File: src/rtl/core_hazard_pkg.sv
// Shared encodings for the Selen pipeline hazard controller.
package core_hazard_pkg;

  // Hazard class of the instruction currently in EXE
  typedef enum logic [1:0] {
    HZRD_OTHER = 2'b00,
    HZRD_BRNCH = 2'b01,
    HZRD_JUMP  = 2'b10,
    HZRD_LOAD  = 2'b11
  } hz_type_e;

  // EXE operand source select
  typedef enum logic [1:0] {
    FWD_RF  = 2'b00,
    FWD_MEM = 2'b01,
    FWD_WB  = 2'b10
  } fwd_sel_e;

  typedef enum logic [1:0] {
    StRun   = 2'b00,
    StImiss = 2'b01,
    StDmiss = 2'b10
  } hz_state_e;

  // Hazard bus layout: {rs1, rs2, rd}
  localparam int unsigned REG_W      = 5;
  localparam int unsigned HZ_BUS_W   = 3 * REG_W;
  localparam int unsigned HZ_RS1_LSB = 2 * REG_W;
  localparam int unsigned HZ_RS2_LSB = REG_W;
  localparam int unsigned HZ_RD_LSB  = 0;

endpackage

File: src/rtl/core_hazard_fwd.sv
// Forwarding source select for one EXE source operand.
module core_hazard_fwd
  import core_hazard_pkg::*;
(
  input  logic [REG_W-1:0] i_rs,
  input  logic [REG_W-1:0] i_mem_rd,
  input  logic             i_mem_we,
  input  logic [REG_W-1:0] i_wb_rd,
  input  logic             i_wb_we,
  output logic [1:0]       o_sel
);

  // MEM holds the newer value, so it wins over WB; x0 is never forwarded
  always_comb begin
    o_sel = FWD_RF;
    if (i_rs != '0) begin
      if (i_mem_we && (i_mem_rd == i_rs)) begin
        o_sel = FWD_MEM;
      end else if (i_wb_we && (i_wb_rd == i_rs)) begin
        o_sel = FWD_WB;
      end
    end
  end

endmodule

File: src/rtl/core_hazard_ctrl.sv
// Pipeline sequencing for the five-stage Selen core: stage enables, kills,
// bubble injection, PC redirect, operand forwarding and stall/flush counters.
module core_hazard_ctrl
  import core_hazard_pkg::*;
#(
  parameter int unsigned CNT_W = 32
) (
  input  logic                clk,
  input  logic                rst,
  input  logic [HZ_BUS_W-1:0] hz_dec_bus,
  input  logic [HZ_BUS_W-1:0] hz_exe_bus,
  input  logic [1:0]          hz_exe_type,
  input  logic                hz_exe_we,
  input  logic [REG_W-1:0]    hz_mem_rd,
  input  logic                hz_mem_we,
  input  logic [REG_W-1:0]    hz_wb_rd,
  input  logic                hz_wb_we,
  input  logic                exe_brnch_taken,
  input  logic                il1_ack,
  input  logic                dl1_req,
  input  logic                dl1_ack,
  output logic                pc_enb,
  output logic                if_enb,
  output logic                if_kill,
  output logic                dec_enb,
  output logic                dec_nop_gen,
  output logic                dec_kill,
  output logic                exe_enb,
  output logic                mem_enb,
  output logic                pc_sel,
  output logic [1:0]          fwd_src1_sel,
  output logic [1:0]          fwd_src2_sel,
  output logic [CNT_W-1:0]    stall_cnt,
  output logic [CNT_W-1:0]    flush_cnt
);

  hz_state_e        r_state;
  logic             r_drop_pend;
  logic [CNT_W-1:0] r_stall_cnt;
  logic [CNT_W-1:0] r_flush_cnt;

  logic [REG_W-1:0] w_dec_rs1, w_dec_rs2;
  logic [REG_W-1:0] w_exe_rs1, w_exe_rs2, w_exe_rd;
  logic [1:0]       w_fwd1, w_fwd2;
  logic             w_redir, w_dmiss, w_load_use, w_imiss;
  logic             w_unused_dec_rd;

  assign w_dec_rs1 = hz_dec_bus[HZ_RS1_LSB +: REG_W];
  assign w_dec_rs2 = hz_dec_bus[HZ_RS2_LSB +: REG_W];
  assign w_exe_rs1 = hz_exe_bus[HZ_RS1_LSB +: REG_W];
  assign w_exe_rs2 = hz_exe_bus[HZ_RS2_LSB +: REG_W];
  assign w_exe_rd  = hz_exe_bus[HZ_RD_LSB +: REG_W];

  // The DEC destination plays no part in any hazard decision
  assign w_unused_dec_rd = ^hz_dec_bus[HZ_RD_LSB +: REG_W];

  assign w_redir = (hz_exe_type == HZRD_JUMP) ||
                   ((hz_exe_type == HZRD_BRNCH) && exe_brnch_taken);
  // Once in DMISS only the ack releases, regardless of dl1_req
  assign w_dmiss = (r_state == StDmiss) || (dl1_req && !dl1_ack);
  assign w_load_use = (hz_exe_type == HZRD_LOAD) && hz_exe_we && (w_exe_rd != '0) &&
                      ((w_exe_rd == w_dec_rs1) || (w_exe_rd == w_dec_rs2));
  assign w_imiss = !il1_ack;

  core_hazard_fwd u_fwd_src1 (
    .i_rs     (w_exe_rs1),
    .i_mem_rd (hz_mem_rd),
    .i_mem_we (hz_mem_we),
    .i_wb_rd  (hz_wb_rd),
    .i_wb_we  (hz_wb_we),
    .o_sel    (w_fwd1)
  );

  core_hazard_fwd u_fwd_src2 (
    .i_rs     (w_exe_rs2),
    .i_mem_rd (hz_mem_rd),
    .i_mem_we (hz_mem_we),
    .i_wb_rd  (hz_wb_rd),
    .i_wb_we  (hz_wb_we),
    .o_sel    (w_fwd2)
  );

  // Control outputs, resolved in priority order: reset, DMISS, redirect, load-use/IMISS
  always_comb begin
    pc_enb       = 1'b1;
    if_enb       = 1'b1;
    dec_enb      = 1'b1;
    exe_enb      = 1'b1;
    mem_enb      = 1'b1;
    if_kill      = 1'b0;
    dec_kill     = 1'b0;
    dec_nop_gen  = 1'b0;
    pc_sel       = 1'b0;
    fwd_src1_sel = w_fwd1;
    fwd_src2_sel = w_fwd2;
    if (rst) begin
      if_kill      = 1'b1;
      dec_kill     = 1'b1;
      fwd_src1_sel = FWD_RF;
      fwd_src2_sel = FWD_RF;
    end else if (w_dmiss) begin
      // Whole pipe frozen until the ack; a pending redirect waits one more cycle
      pc_enb  = dl1_ack;
      if_enb  = dl1_ack;
      dec_enb = dl1_ack;
      exe_enb = dl1_ack;
      mem_enb = dl1_ack;
    end else if (w_redir) begin
      pc_sel   = 1'b1;
      if_kill  = 1'b1;
      dec_kill = 1'b1;
    end else if (w_load_use || w_imiss) begin
      pc_enb      = 1'b0;
      if_enb      = 1'b0;
      dec_nop_gen = 1'b1;
    end else if ((r_state == StImiss) && r_drop_pend) begin
      // Fetch returned for a PC that was redirected away while it was in flight
      if_kill = 1'b1;
    end
  end

  // Miss tracking FSM and stale-fetch flag
  always_ff @(posedge clk) begin
    if (rst) begin
      r_state     <= StRun;
      r_drop_pend <= 1'b0;
    end else if (w_dmiss) begin
      r_state <= dl1_ack ? StRun : StDmiss;
    end else begin
      r_state <= il1_ack ? StRun : StImiss;
      if (r_state == StImiss) begin
        if (il1_ack) begin
          r_drop_pend <= 1'b0;
        end else if (w_redir) begin
          r_drop_pend <= 1'b1;
        end
      end
    end
  end

  // Saturating performance counters
  always_ff @(posedge clk) begin
    if (rst) begin
      r_stall_cnt <= '0;
      r_flush_cnt <= '0;
    end else begin
      if (!pc_enb && (r_stall_cnt != {CNT_W{1'b1}})) begin
        r_stall_cnt <= r_stall_cnt + CNT_W'(1);
      end
      if (pc_sel && (r_flush_cnt != {CNT_W{1'b1}})) begin
        r_flush_cnt <= r_flush_cnt + CNT_W'(1);
      end
    end
  end

  assign stall_cnt = r_stall_cnt;
  assign flush_cnt = r_flush_cnt;

endmodule

File: config.mk
export PLATFORM = sky130hd
export DESIGN_NAME = core_hazard_ctrl
export DESIGN_NICKNAME = d
export VERILOG_FILES = /design/src/rtl/core_hazard_pkg.sv /design/src/rtl/core_hazard_fwd.sv /design/src/rtl/core_hazard_ctrl.sv
export SDC_FILE = /design/constraint.sdc
export NUM_CORES = 1
export LEC_CHECK = 0
export ABC_AREA = 1
export CORE_MARGIN = 1
export CORE_UTILIZATION = 60
export CTS_CLUSTER_SIZE = 20
export DETAILED_ROUTE_END_ITERATION = 8
export DONT_BUFFER_PORTS = 1
export PLACE_DENSITY = 0.82
export SYNTH_ARGS = -nofsm -noshare
export SYNTH_HDL_FRONTEND = slang
export SYNTH_SLANG_ARGS = --single-unit
File: constraint.sdc
create_clock -name clk -period 1.9 [get_ports clk]
set_input_delay 0 -clock clk [delete_from_list [all_inputs] [get_ports clk]]
set_output_delay 0 -clock clk [all_outputs]
set_load 0.05 [all_outputs]
* Word level (Yosys, flattened, before mapping)
Index checks and enable logic that the tools add are counted.
** Storage, ports and cells
- Flip-flop bits (word level) :: 67
- Bits of input ports :: 51
- Output and inout port bits :: 77
- Logic and storage cells :: 76
** Cells by class
- Reduce and logical (&&, ||, !) cells :: 24
- Add/sub/neg operators :: 2
- Equal/unequal tests :: 13
- Bitwise gates (word level) :: 1
- Muxes and demuxes :: 32
** Operators by type and width (count)
- adder 32 x 1 -> 32 bit, second input constant :: 2
- != test 32 bit, second input constant :: 2
- equality test 5 bit :: 6
- 2-to-1 mux 1 bit :: 22
- 2-to-1 mux 2 bit :: 10
- nonzero test 5 bit :: 3
- logical AND 1 bit :: 12
- equality test 2 bit, second input constant :: 3
- equality test 2 x 1 -> 1 bit, second input constant :: 2
- logical OR 1 bit :: 4
- logical NOT 1 bit :: 3
- AND reduction 3 bit :: 1
- nonzero test 2 bit :: 1
- inverter 1 bit :: 1

* Depth between registers and ports, before layout
Gate-level depths: netlist of run 1.
- Depth in word-level cells :: 11
- Gate-level depth with buffers :: 14
- Depth with buffers taken out :: 13

* Modules after synthesis
From an unflattened synthesis of run 1, not the netlist that was laid out.
** Second synthesis, totals
- Cell total of the unflattened synthesis :: 765
- Area total of the unflattened synthesis :: 4586.9 um2
** Modules (own cells, without submodules)
- core_hazard_ctrl :: area an instance 4129.0 um2, cells an instance 657, times used 1, seq. area each 1341.3 um2
- core_hazard_fwd :: area an instance 229.0 um2, cells an instance 54, times used 2, seq. area each 0.0 um2

* Least setup slack after synthesis of run 1
No wires, ideal clock.
- Kind :: register -> register
- From :: register r_stall_cnt[0], in the netlist stall_cnt[0]
- To :: register r_stall_cnt[0], in the netlist stall_cnt[0]
- Clock period less this slack :: 2.138 ns
- Stages on the path, launching flop included :: 10
- Path slack :: -0.238 ns
- Path buffers :: 1
- Library setup time :: 0.117 ns
- Required time :: 1.783 ns
- Arrival :: 2.021 ns
- Cells stage by stage :: dfxtp_1 -> ha_1 -> nand2_2 -> nor2_4 -> nand2_4 -> nor2_4 -> nand4_4 -> buf_2 -> a21oi_1 -> nor2_1
** Between the ends
- Word-level cells in the longest chain between the ends :: 2
- Elaborated cells between the ends (all ways) :: 3
- Those cells by class :: 1 x add/sub; 1 x eq/ne; 1 x reduce/logical
** Ends and longest elaborated chain
- start: declaration :: RTL line core_hazard_ctrl.sv:39 : logic [CNT_W-1:0] r_stall_cnt;
- start signal: assignment :: RTL line core_hazard_ctrl.sv:148 : r_stall_cnt <= r_stall_cnt + CNT_W'(1);
- parallel branches: the longest is 2 deep, another holds adder 32 x 1 -> 32 bit
Parallel ways; which one is timed is not known.
A chain may end at the register's enable or synchronous reset.

* Worst setup path in the final report of run 1
- From :: register r_stall_cnt[0], in the netlist stall_cnt[0]
- To :: register r_stall_cnt[25], in the netlist stall_cnt[25]
The elaborated chain is that of the path after synthesis.

==> results of run 1 <==
synth_stat cells, types with 6 or more instances:
| master | count |
|---|---|
| nand2_1 | 198 |
| nor2_1 | 88 |
| inv_1 | 82 |
| dfxtp_1 | 67 |
| nand3_1 | 55 |
| a21oi_1 | 54 |
| nor3_1 | 33 |
| xor2_1 | 30 |
| o21ai_0 | 15 |
| nand4_1 | 13 |
| xnor2_1 | 12 |
| buf_2 | 8 |
| nor4_1 | 8 |
| clkbuf_1 | 7 |
| nor3b_1 | 6 |
power groups by stage:
stage               sequential (uW)  combinational, uW  clock [uW]
floorplan                      1470                221           0
global placement               1450                268           0
detailed placement             1450                277           0
CTS                            1420                323        1120
global route                   1420                380        1200
finish                         1420                358        1130
repair_timing:
| action | 4_1_cts | 5_1_grt |
|---|---|---|
| setup endpoints to repair | 28 | 60 |
| pin swaps | 0 | 6 |
| endpoints found under the hold margin | 45 | 0 |
| setup buffers | 0 | 9 |
| cloned | 0 | 3 |
| hold buffers | 7 | 0 |
| resized for setup | 10 | 34 |
area by class of cell:
cell class	instances	area [um^2]
Clock inverter	5	37.5
Inverter	84	323
Sequential cell	67	1370
Clock buffer	11	141
Multi-Input combinational cell	551	2880
Tap cell	99	124
Fill cell	537	1480
Timing Repair Buffer	104	896
metal layers:
metal  global-route usage, %  share of wire, %  up-vias
met5                       0                 0        -
met4                    15.4               4.4        0
met3                    8.58               8.5       75
met2                    61.2                49      305
met1                    38.4                38     2468
li1                        -                 -     2536
kinds of logic after synthesis:
group	count (synthesis)	share of synthesized area, %
xor+xnor	42	8.16
compound gates	83	9.85
buf+inv	106	9.96
fa+ha+maj	2	0.555
simple gates	422	41.7
flops	67	29.7
how the worst min path moves through the flow:
stage                          startpoint      endpoint  slack, ns  cells past startpoint
after floorplan                   il1_ack    r_state[0]       0.07                      1
after global placement                rst  flush_cnt[7]       0.07                      1
after detailed placement              rst  flush_cnt[7]       0.07                      1
after CTS                 exe_brnch_taken   r_drop_pend       0.06                      4
after global routing      exe_brnch_taken   r_drop_pend       0.08                      4
final                      hz_exe_type[0]   r_drop_pend       0.07                      4
sequential cells by signal, summed over array words and instances, names as in the netlist:
signal	flops
stall_cnt	32
flush_cnt	32
r_state	2
r_drop_pend	1
tightest hold or removal path, cell delays in order:
cell,delay (ns)
nand3_1,0.05
o21ai_1,0.10
a31oi_1,0.15
a311oi_1,0.06
cells in the final DEF, fill, tap and decap left out, types with 3 or more instances in the layout:
cell type and instances:
nor4_1 7, nand3_1 53, nand2_2 5, nor2_1 82
nand2_4 4, inv_1 82, nor3_1 29, buf_4 89
nor3_2 7, a31oi_1 3, xnor2_1 12, o21ai_0 13
o21ai_1 4, nand3b_1 3, nand4_1 13, dfxtp_2 20
dlygate4sd3_1 5, a21oi_1 54, nand2_1 194, nor2_4 6
clkbuf_8 10, buf_12 5, o22ai_1 3, nor2_2 7
dfxtp_1 46, xor2_1 30, nor3b_1 3, nor3b_2 3
per-stage QoR:
step	area, um^2	utilization (%)
2_1_floorplan	4540	-
3_3_place_gp	5190	71.6
3_5_place_dp	5190	71.6
4_1_cts	5500	75.9
5_1_grt	5770	79.6
6_report	5770	79.6
==> metrics.txt, run 1 <==
Net Switching 861 uW; Area Overhead vs Synth 28.0%; CP max stage cell dfxtp_2; fin nets 870; Ports 128; largest net degree at the start of global routing 44; Slew Limit Fails 0; Non-Filler Instances 921; crit path launch type flop; Routed Antenna Nets 0; # setup viols final 0; min Tclk post-route 1.90 ns; # rows 31; RR Endpoint stall_cnt[25]; crit path capture stall_cnt[25]; Routed WL per cell 15.9 um; critical path endpoint category flop; Internal 2040 uW; DIE WIDTH 88.7 um; PwrDens 503 nW/um^2; top-area cell type share of the netlist area 29.7%; fin worst setup slack 0.00367 ns; die span in y 88.7 um; outcome completed; WL final 14700 um; cts bufs inserted 9; pre-CTS setup slack -0.0307 ns; Hold WS 0.0691 ns; PortBufs 0; via count 5384; post-synth top area cell dfxtp_1; global-route wire length before repair 21000 um; Setup crit start stall_cnt[0]; path depth of the worst reg2reg path 10; Yosys warnings 0; drt drc 0; H-tree depth 3; die area 7870 um^2; overall power 2900 uW; Vias/cell 5.85; register-to-register setup slack 0.004 ns; Final Hold Fails 0; vias in the first global route 4743; maximum clock insertion buffer count 2; delay-heaviest family, CP simple AND/OR/NAND/NOR gates; CP dominant cell by count nand2_1; clock skew 0.0163 ns; Sw Share 29.6%; Main synth FF type dfxtp_1; Inst Count DP 886; Gate power share 12.3%; Tot GR Track Use 34.3%; routability cong. 1.01; Worst-Margin Slew 0.483 ns; number of diodes 0; clock share of power 38.9%; Final TNS setup 0 ns; sequential power share 48.8%; Post-synth ARST share 0%; Max Cap Viol 0; crit-path max FO 5; clk_lat worst skew 0.36 ns; Pre-Repair DR Iteration Count 7; cell depth of the worst setup path 10; Crit Path Category flop to flop; max frequency 527 MHz; top cells by area, synth dfxtp_1, nand2_1, nor2_1, inv_1, nand3_1; Post-synth EDFFs 0; fin crit share 99.8%; CTS Root Cell clkbuf_8; Worst Hold Class input pin to flop; HPWL Detailed 9820 um; Starting Density 62.2%; clock tree from TritonCTS built; Yosys reg bits 67; Worst-path clk slew 0.08 ns; gr ovfl total 0; Seq/Total Area, Yosys 29.7%; Iter 0 DRT Violations 391; reg2reg start stall_cnt[0]; critical path required time 2.13 ns; CP cell instances buf_4, nand3_2, inv_1, nand2_1, nor2_1, nand2_1, nand2_1, nand2_1, nand3_1, a21oi_1; CTS sink cnt 67; Arr. time, crit path 2.13 ns; CP max stage delay 0.36 ns; Yosys cell types 36; synthesized area 4510 um^2; P_leak 0.00232 uW; Mean Syn Cell Area 6.25 um^2; Buf+Inv Stages, Crit Path 2; Synth Net Count 775; worst relative slew slack 67.5%; core area 7250 um^2; fraction of layout cells with a size suffix above 1 21.5%; peak supply drop 0.331 mV; antenna violations before repair 0; cells after synthesis 722
Power figures use the tool's default switching activity.
==> run 2, diff against run 1 <==
--- a/config.mk
+++ b/config.mk
@@ -11,7 +11,8 @@
 export CTS_CLUSTER_SIZE = 20
 export DETAILED_ROUTE_END_ITERATION = 8
 export DONT_BUFFER_PORTS = 1
-export PLACE_DENSITY = 0.82
+export PLACE_DENSITY = 0.79
+export SLEW_MARGIN = 20
 export SYNTH_ARGS = -nofsm -noshare
 export SYNTH_HDL_FRONTEND = slang
 export SYNTH_SLANG_ARGS = --single-unit
==> run 2 against run 1 <==
  * Flip-flop and latch count is the same
  * Sequential share of layout area up 0.59 points
  * Die area unchanged
  * Wire length fell by 8.0%
  * Via count decreased by 5.3%
  * Critical endpoint is now fwd_src2_sel[1]
  * Worst hold slack got worse by 0.014 ns
  * Global-route usage fell by 0.50 points
==> metrics.txt, run 2 (same netlist as run 1, synthesis figures left out) <==
Area Overhead vs Synth 24.8% (was 28.0%); Pre-Repair DR Iteration Count 5 (was 7); Worst-path clk slew 0.07 ns (was 0.08 ns); gr ovfl total 0 (unchanged); # setup viols final 0 (unchanged); Final TNS setup 0 ns (unchanged); routability cong. 0.940 (was 1.01); Worst Hold Depth 4 (unchanged); P_leak 0.00225 uW (was 0.00232 uW); Final Hold Fails 0 (unchanged); clk_lat worst skew 0.35 ns (was 0.36 ns); max frequency 548 MHz (was 527 MHz); CTS sink cnt 67 (unchanged); Tot GR Track Use 33.8% (was 34.3%); Non-Filler Instances 907 (was 921); crit path launch type input pin (was flop); register-to-register setup slack 0.08 ns (was 0.004 ns); Max Cap Viol 0 (unchanged); reg2reg start flush_cnt[4] (was stall_cnt[0]); path depth of the worst reg2reg path 8 (was 10); clock skew 0.0121 ns (was 0.0163 ns); crit-path max FO 24 (was 5); hold worst-path end r_drop_pend (unchanged); overall power 3130 uW (was 2900 uW); RSZ-0062 raised after global routing true; Worst-Margin Slew 0.474 ns (was 0.483 ns); fraction of layout cells with a size suffix above 1 20.3% (was 21.5%); DIE WIDTH 88.7 um (unchanged); clock tree from TritonCTS built (unchanged); PwrDens 556 nW/um^2 (was 503 nW/um^2); Iter 0 DRT Violations 266 (was 391); fin nets 856 (was 870); die area 7870 um^2 (unchanged); most common cell after layout, fill and taps aside nand2_1 (unchanged); die span in y 88.7 um (unchanged); vias in the first global route 4792 (was 4743); Inst Count DP 883 (was 886); worst relative slew slack 68.1% (was 67.5%); FILL cells 564 (was 537); Routed WL per cell 14.9 um (was 15.9 um); maximum clock insertion buffer count 2 (unchanged); hold path startpoint hz_exe_type[0] (unchanged); number of diodes 0 (unchanged); antenna violations before repair 0 (unchanged); Ports 128 (unchanged); Crit Path Category input pin to output port (was flop to flop); most frequent cells in the layout nand2_1, inv_1, nor2_1, buf_4, nand3_1 (was nand2_1, buf_4, inv_1, nor2_1, a21oi_1); WL final 13500 um (was 14700 um); critical path required time 1.90 ns (was 2.13 ns); Starting Density 62.2% (unchanged); global-route wire length before repair 20800 um (was 21000 um); critical path endpoint category output port (was flop); peak supply drop 0.396 mV (was 0.331 mV); PortBufs 0 (unchanged); Slew Limit Fails 0 (unchanged); Routed Antenna Nets 0 (unchanged); CTS Root Cell clkbuf_8 (unchanged); via count 5096 (was 5384); core area 7250 um^2 (unchanged); outcome completed (unchanged); min Tclk post-route 1.83 ns (was 1.90 ns); largest net degree at the start of global routing 44 (unchanged); Arr. time, crit path 1.83 ns (was 2.13 ns); cts bufs inserted 9 (unchanged); fin crit share 96.1% (was 99.8%); RR Endpoint flush_cnt[23] (was stall_cnt[25]); HPWL Detailed 9770 um (was 9820 um); Worst Hold Class input pin to flop (unchanged); Vias/cell 5.62 (was 5.85); final core occ 77.6% (was 79.6%); drt drc 0 (unchanged); H-tree depth 3 (unchanged); Setup crit start rst (was stall_cnt[0]); # rows 31 (unchanged)
## run 2: cell count changes in the layout (fill, tap and decap cells not counted), sizes merged
cell	delta
inv	-1
nand2	-2
clkbuf	-2
bufinv	+2
buf	-11
## run 2: stage by stage
stage / hold slack (ns) / setup WS [ns] / instance area [um^2]
after floorplan: 0.0724 / -0.0337 / 4540
after global placement: 0.0714 / 0.117 / 5170
after detailed placement: 0.0726 / 0.0380 / 5170
after CTS: 0.0500 / 0.00677 / 5490
after global routing: 0.154 / -0.0191 / 5630
final: 0.0549 / 0.0736 / 5630
## run 2: layout make-up
| class | instances | area (um^2) | area share, % |
|---|---|---|---|
| clock buffer | 10 | 138 | 2.44 |
| clock inverter | 6 | 88.8 | 1.58 |
| inverter | 84 | 318 | 5.65 |
| multi-input combinational | 549 | 2820 | 50.2 |
| sequential | 67 | 1370 | 24.3 |
| tap | 99 | 124 | 2.20 |
| timing repair buffer | 92 | 768 | 13.6 |
## run 2: routing by layer
metal | global-route usage [%] | wire [um] | vias up
met3 | 7.74 | 986 | 39
met2 | 60.1 | 6850 | 232
met4 | 19.6 | 431 | 0
met5 | 0 | 0 | -
met1 | 36.7 | 5220 | 2321
li1 | - | - | 2504
## run 2: worst max-delay path, cell delays in order
cell and delay, ns:
dlygate4sd3_1 0.60, buf_12 0.16, inv_1 0.12, buf_12 0.18
nand2_1 0.10, nor4_1 0.23, nand3_1 0.11, nor2_1 0.12
buf_4 0.21
## run 2: where the power goes
group / leakage [uW] / internal [uW] / switching (uW)
Combinational: 0.00159 / 110 / 222
Sequential: 0.000551 / 1410 / 5.96
Clock: 0.000108 / 775 / 607
## run 2: how the worst max path moves through the flow
stage | end | depth (start not counted) | slack [ns]
6_report | fwd_src2_sel[1] | 9 | 0.07
3_5_place_dp | stall_cnt[22] | 9 | 0.04
5_1_grt | flush_cnt[23] | 8 | -0.02
3_3_place_gp | flush_cnt[23] | 8 | 0.12
2_1_floorplan | flush_cnt[19] | 11 | -0.03
4_1_cts | fwd_src2_sel[1] | 9 | 0.007
## run 2: timing repair
item                                   CTS  global route
setup endpoints to repair                2            59
endpoints found under the hold margin   45             0
hold buffers                             7             0
resized for setup                        1            35
gates cloned                             0             0
pin swaps                                0             1
buffers inserted                         0             1
==> run 3, diff against run 2 <==
--- a/config.mk
+++ b/config.mk
@@ -7,7 +7,7 @@
 export LEC_CHECK = 0
 export ABC_AREA = 1
 export CORE_MARGIN = 1
-export CORE_UTILIZATION = 60
+export CORE_UTILIZATION = 58
 export CTS_CLUSTER_SIZE = 20
 export DETAILED_ROUTE_END_ITERATION = 8
 export DONT_BUFFER_PORTS = 1
==> constraint.sdc (replaced) <==
create_clock -name clk -period 1.61 [get_ports clk]
set_input_delay 0 -clock clk [delete_from_list [all_inputs] [get_ports clk]]
set_output_delay 0 -clock clk [all_outputs]
set_load 0.05 [all_outputs]
==> run 3 against run 2 <==
  * The flow now stops in global routing
  * Synthesized area unchanged
  * Synthesized cell count unchanged
==> metrics.txt, run 3 <==
outcome stopped before the end (was completed); Stop stage global routing; First Err [ERROR DPL-0033] detailed placement checks failed during check placement.; top cells by area, synth dfxtp_1, nand2_1, nor2_1, inv_1, nand3_1 (unchanged); Worst End Pin Type sequential cell input; Post-synth EDFFs 0 (unchanged); synthesized area 4510 um^2 (unchanged); Yosys cell types 36 (unchanged); PortBufs 0 (unchanged); CTS sink cnt 67 (unchanged); HPWL Detailed 10900 um (was 9770 um); Post-synth top cells nand2_1, nor2_1, inv_1 (unchanged); die span in y 90.2 um (was 88.7 um); Mean Syn Cell Area 6.25 um^2 (unchanged); DIE WIDTH 90.2 um (was 88.7 um); Starting Density 61.2% (was 62.2%); top-area cell type share of the netlist area 29.7% (unchanged); post-synth top area cell dfxtp_1 (unchanged); Ports 128 (unchanged); Yosys reg bits 67 (unchanged); largest net degree at the start of global routing 49; CTS Root Cell clkbuf_8 (unchanged); Seq/Total Area, Yosys 29.7% (unchanged); Post-synth ARST share 0% (unchanged); H-tree depth 3 (unchanged); antenna violations before repair 1; cell with the most instances after synthesis nand2_1 (unchanged); routability cong. 1.01 (was 0.940); maximum clock insertion buffer count 2 (unchanged); Worst Endpoint after GRT Repair flush_cnt[7]$_SDFFE_PP0P_/D; Synth Net Count 775 (unchanged); Main synth FF type dfxtp_1 (unchanged); cts bufs inserted 9 (unchanged); cells after synthesis 722 (unchanged); # rows 31 (unchanged); Yosys warnings 0 (unchanged)
run 3: per-stage QoR:
step	std cells	instance area, um^2	util, %	setup TNS (ns)	setup slack (ns)
4_1_cts	980	6500	88.3	-0.948	-0.0640
3_3_place_gp	940	5870	79.7	-2.14	-0.126
3_5_place_dp	940	5870	79.7	-2.88	-0.160
2_1_floorplan	722	4790	-	-2.63	-0.0808
run 3: what timing repair did:
action | 4_1_cts
setup endpoints to repair | 65
hold buffers | 3
endpoints found under the hold margin | 45
gates cloned | 2
pin swaps | 10
setup buffers | 19
resized for setup | 57
run 3: kinds of logic after synthesis:
logic type                 share of synthesized area (%)
and+or+nand+nor                                     41.7
xor gates and xnor gates                            8.16
buffers and inverters                               9.96
adders and majority gates                          0.555
DFF                                                 29.7
AOI/OAI and AO/OA                                   9.85
==> run 4, diff against run 3 <==
--- a/config.mk
+++ b/config.mk
@@ -7,11 +7,10 @@
 export LEC_CHECK = 0
 export ABC_AREA = 1
 export CORE_MARGIN = 1
-export CORE_UTILIZATION = 58
-export CTS_CLUSTER_SIZE = 20
+export CORE_UTILIZATION = 40
 export DETAILED_ROUTE_END_ITERATION = 8
 export DONT_BUFFER_PORTS = 1
-export PLACE_DENSITY = 0.79
+export PLACE_DENSITY_LB_ADDON = 0.15
 export SLEW_MARGIN = 20
 export SYNTH_ARGS = -nofsm -noshare
 export SYNTH_HDL_FRONTEND = slang
==> constraint.sdc (replaced) <==
create_clock -name clk -period 2.1 [get_ports clk]
set_input_delay 0 -clock clk [delete_from_list [all_inputs] [get_ports clk]]
set_output_delay 0 -clock clk [all_outputs]
set_load 0.05 [all_outputs]
==> run 4 against run 3 <==
  * The flow now finishes without violations
==> metrics.txt, run 4 (same netlist as run 1, synthesis figures left out) <==
outcome completed (was stopped before the end); peak supply drop 0.346 mV; PwrDens 571 nW/um^2; fin crit share 92.1%; HPWL Detailed 10100 um (was 10900 um); largest net degree at the start of global routing 46; clk_lat worst skew 0.34 ns; Tot GR Track Use 23.6%; CP cell instances dlygate4sd3_1, buf_12, inv_1, buf_6, nand2_1, nor4_1, nand3_1, nor2_1, buf_4; CTS sink cnt 67 (unchanged); max frequency 517 MHz; Worst Hold Class input pin to flop; die area 11700 um^2; Max Cap Viol 0; post-CTS setup buffer count 0 (was 19); H-tree depth 3 (unchanged); Ports 128 (unchanged); gr ovfl total 0; maximum clock insertion buffer count 2 (unchanged); crit-path max FO 45; hold worst-path end r_drop_pend; number of diodes 0; FILL cells 1133; RR Endpoint stall_cnt[0]; Design Area, Final 5590 um^2; clock tree from TritonCTS built; global-route wire length before repair 21700 um; most frequent cells in the layout nand2_1, nor2_1, inv_1; critical path endpoint category output port; Starting Density 41.2% (was 61.2%); Vias/cell 5.21; Slew Limit Fails 0; CP max stage cell dlygate4sd3_1; critical path required time 2.10 ns; RSZ-0062 raised after global routing true; Arr. time, crit path 1.93 ns; hold path startpoint dl1_ack; DIE WIDTH 108 um (was 90.2 um); Iter 0 DRT Violations 282; register-to-register setup slack 0.17 ns; # setup viols final 0; vias in the first global route 4662; fraction of layout cells with a size suffix above 1 15.3%; Worst-path clk slew 0.05 ns; via count 4907; Post-DP Area 5170 um^2 (was 5870 um^2); core area 10900 um^2; register area 1350 um^2; Worst Hold Depth 4; antenna violations before repair 0; PortBufs 0 (unchanged); path depth of the worst reg2reg path 9; Final Hold Fails 0; drt drc 0; Area Overhead vs Synth 23.9%; worst relative slew slack 64.3%; most common cell after layout, fill and taps aside nand2_1; routability cong. 0.900 (was 1.01); Pre-Repair DR Iteration Count 4; # rows 38 (was 31); WL final 13300 um; crit path launch type input pin; Worst-Margin Slew 0.531 ns; overall power 3190 uW; P_leak 0.00223 uW; cts bufs inserted 9 (unchanged); Crit Path Category input pin to output port; min Tclk post-route 1.93 ns; Multi-input gate area 2760 um^2; Routed WL per cell 14.2 um; die span in y 108 um (was 90.2 um); clock skew 0.00692 ns; reg2reg start stall_cnt[0]; CP max stage delay 0.58 ns; fin nets 851; Routed Antenna Nets 0; CTS Root Cell clkbuf_16 (was clkbuf_8)
-- run 4: critical path: cells and delay by family --
kind	cells	cell delay, ns
buffers and inverters	5	1.32
and+or+nand+nor	4	0.59
-- run 4: area by class of cell --
cell class | instances | share of cell area (%)
clock buffer | 10 | 4.28
clock inverter | 5 | 1.39
inverter | 84 | 5.64
multi-input combinational | 549 | 49.3
sequential | 67 | 24.1
tap | 140 | 3.13
timing repair buffer | 87 | 12.2
-- run 4: worst max-delay path by stage --
stage	start	endpoint	slack, ns	cells after the start
floorplan	flush_cnt[1]	flush_cnt[12]	0.005	10
global placement	flush_cnt[2]	flush_cnt[31]	0.20	10
detailed placement	stall_cnt[0]	stall_cnt[22]	0.17	9
CTS	r_state[1]	if_enb	0.12	9
global route	flush_cnt[1]	flush_cnt[7]	-0.02	12
finish	rst	fwd_src2_sel[1]	0.17	9
-- run 4: what timing repair did --
action / 4_1_cts / 5_1_grt
gates resized for setup: 0 / 5
hold buffers: 6 / 0
endpoints found under the hold margin: 45 / 0
setup endpoints to repair: 0 / 20
-- run 4: power by group --
part           total, uW  internal [uW]  switching (uW)
Clock               1620           1060             564
Combinational        279           83.1             195
Sequential          1290           1280            6.83
Total               3190           2420             766
-- run 4: metrics by stage --
stage	util (%)	std cells	setup TNS, ns	hold WS, ns	worst slack [ns]
3_3_place_gp	47.3	921	0	0.0734	0.202
5_1_grt	51.1	942	-0.0736	0.139	-0.0214
3_5_place_dp	47.3	921	0	0.0807	0.170
2_1_floorplan	-	722	0	0.0724	0.00468
4_1_cts	50.8	942	0	0.0642	0.116
6_report	51.1	942	0	0.0757	0.167
-- run 4: metal layers --
| metal | GRT usage, % | vias up | share of wire [%] | routed length, um |
|---|---|---|---|---|
| li1 | - | 2491 | - | - |
| met1 | 27.6 | 2266 | 43 | 5740 |
| met2 | 40.8 | 130 | 49 | 6490 |
| met3 | 6.21 | 20 | 6.3 | 843 |
| met4 | 9.78 | 0 | 2.1 | 277 |
| met5 | 0 | - | 0 | 0 |
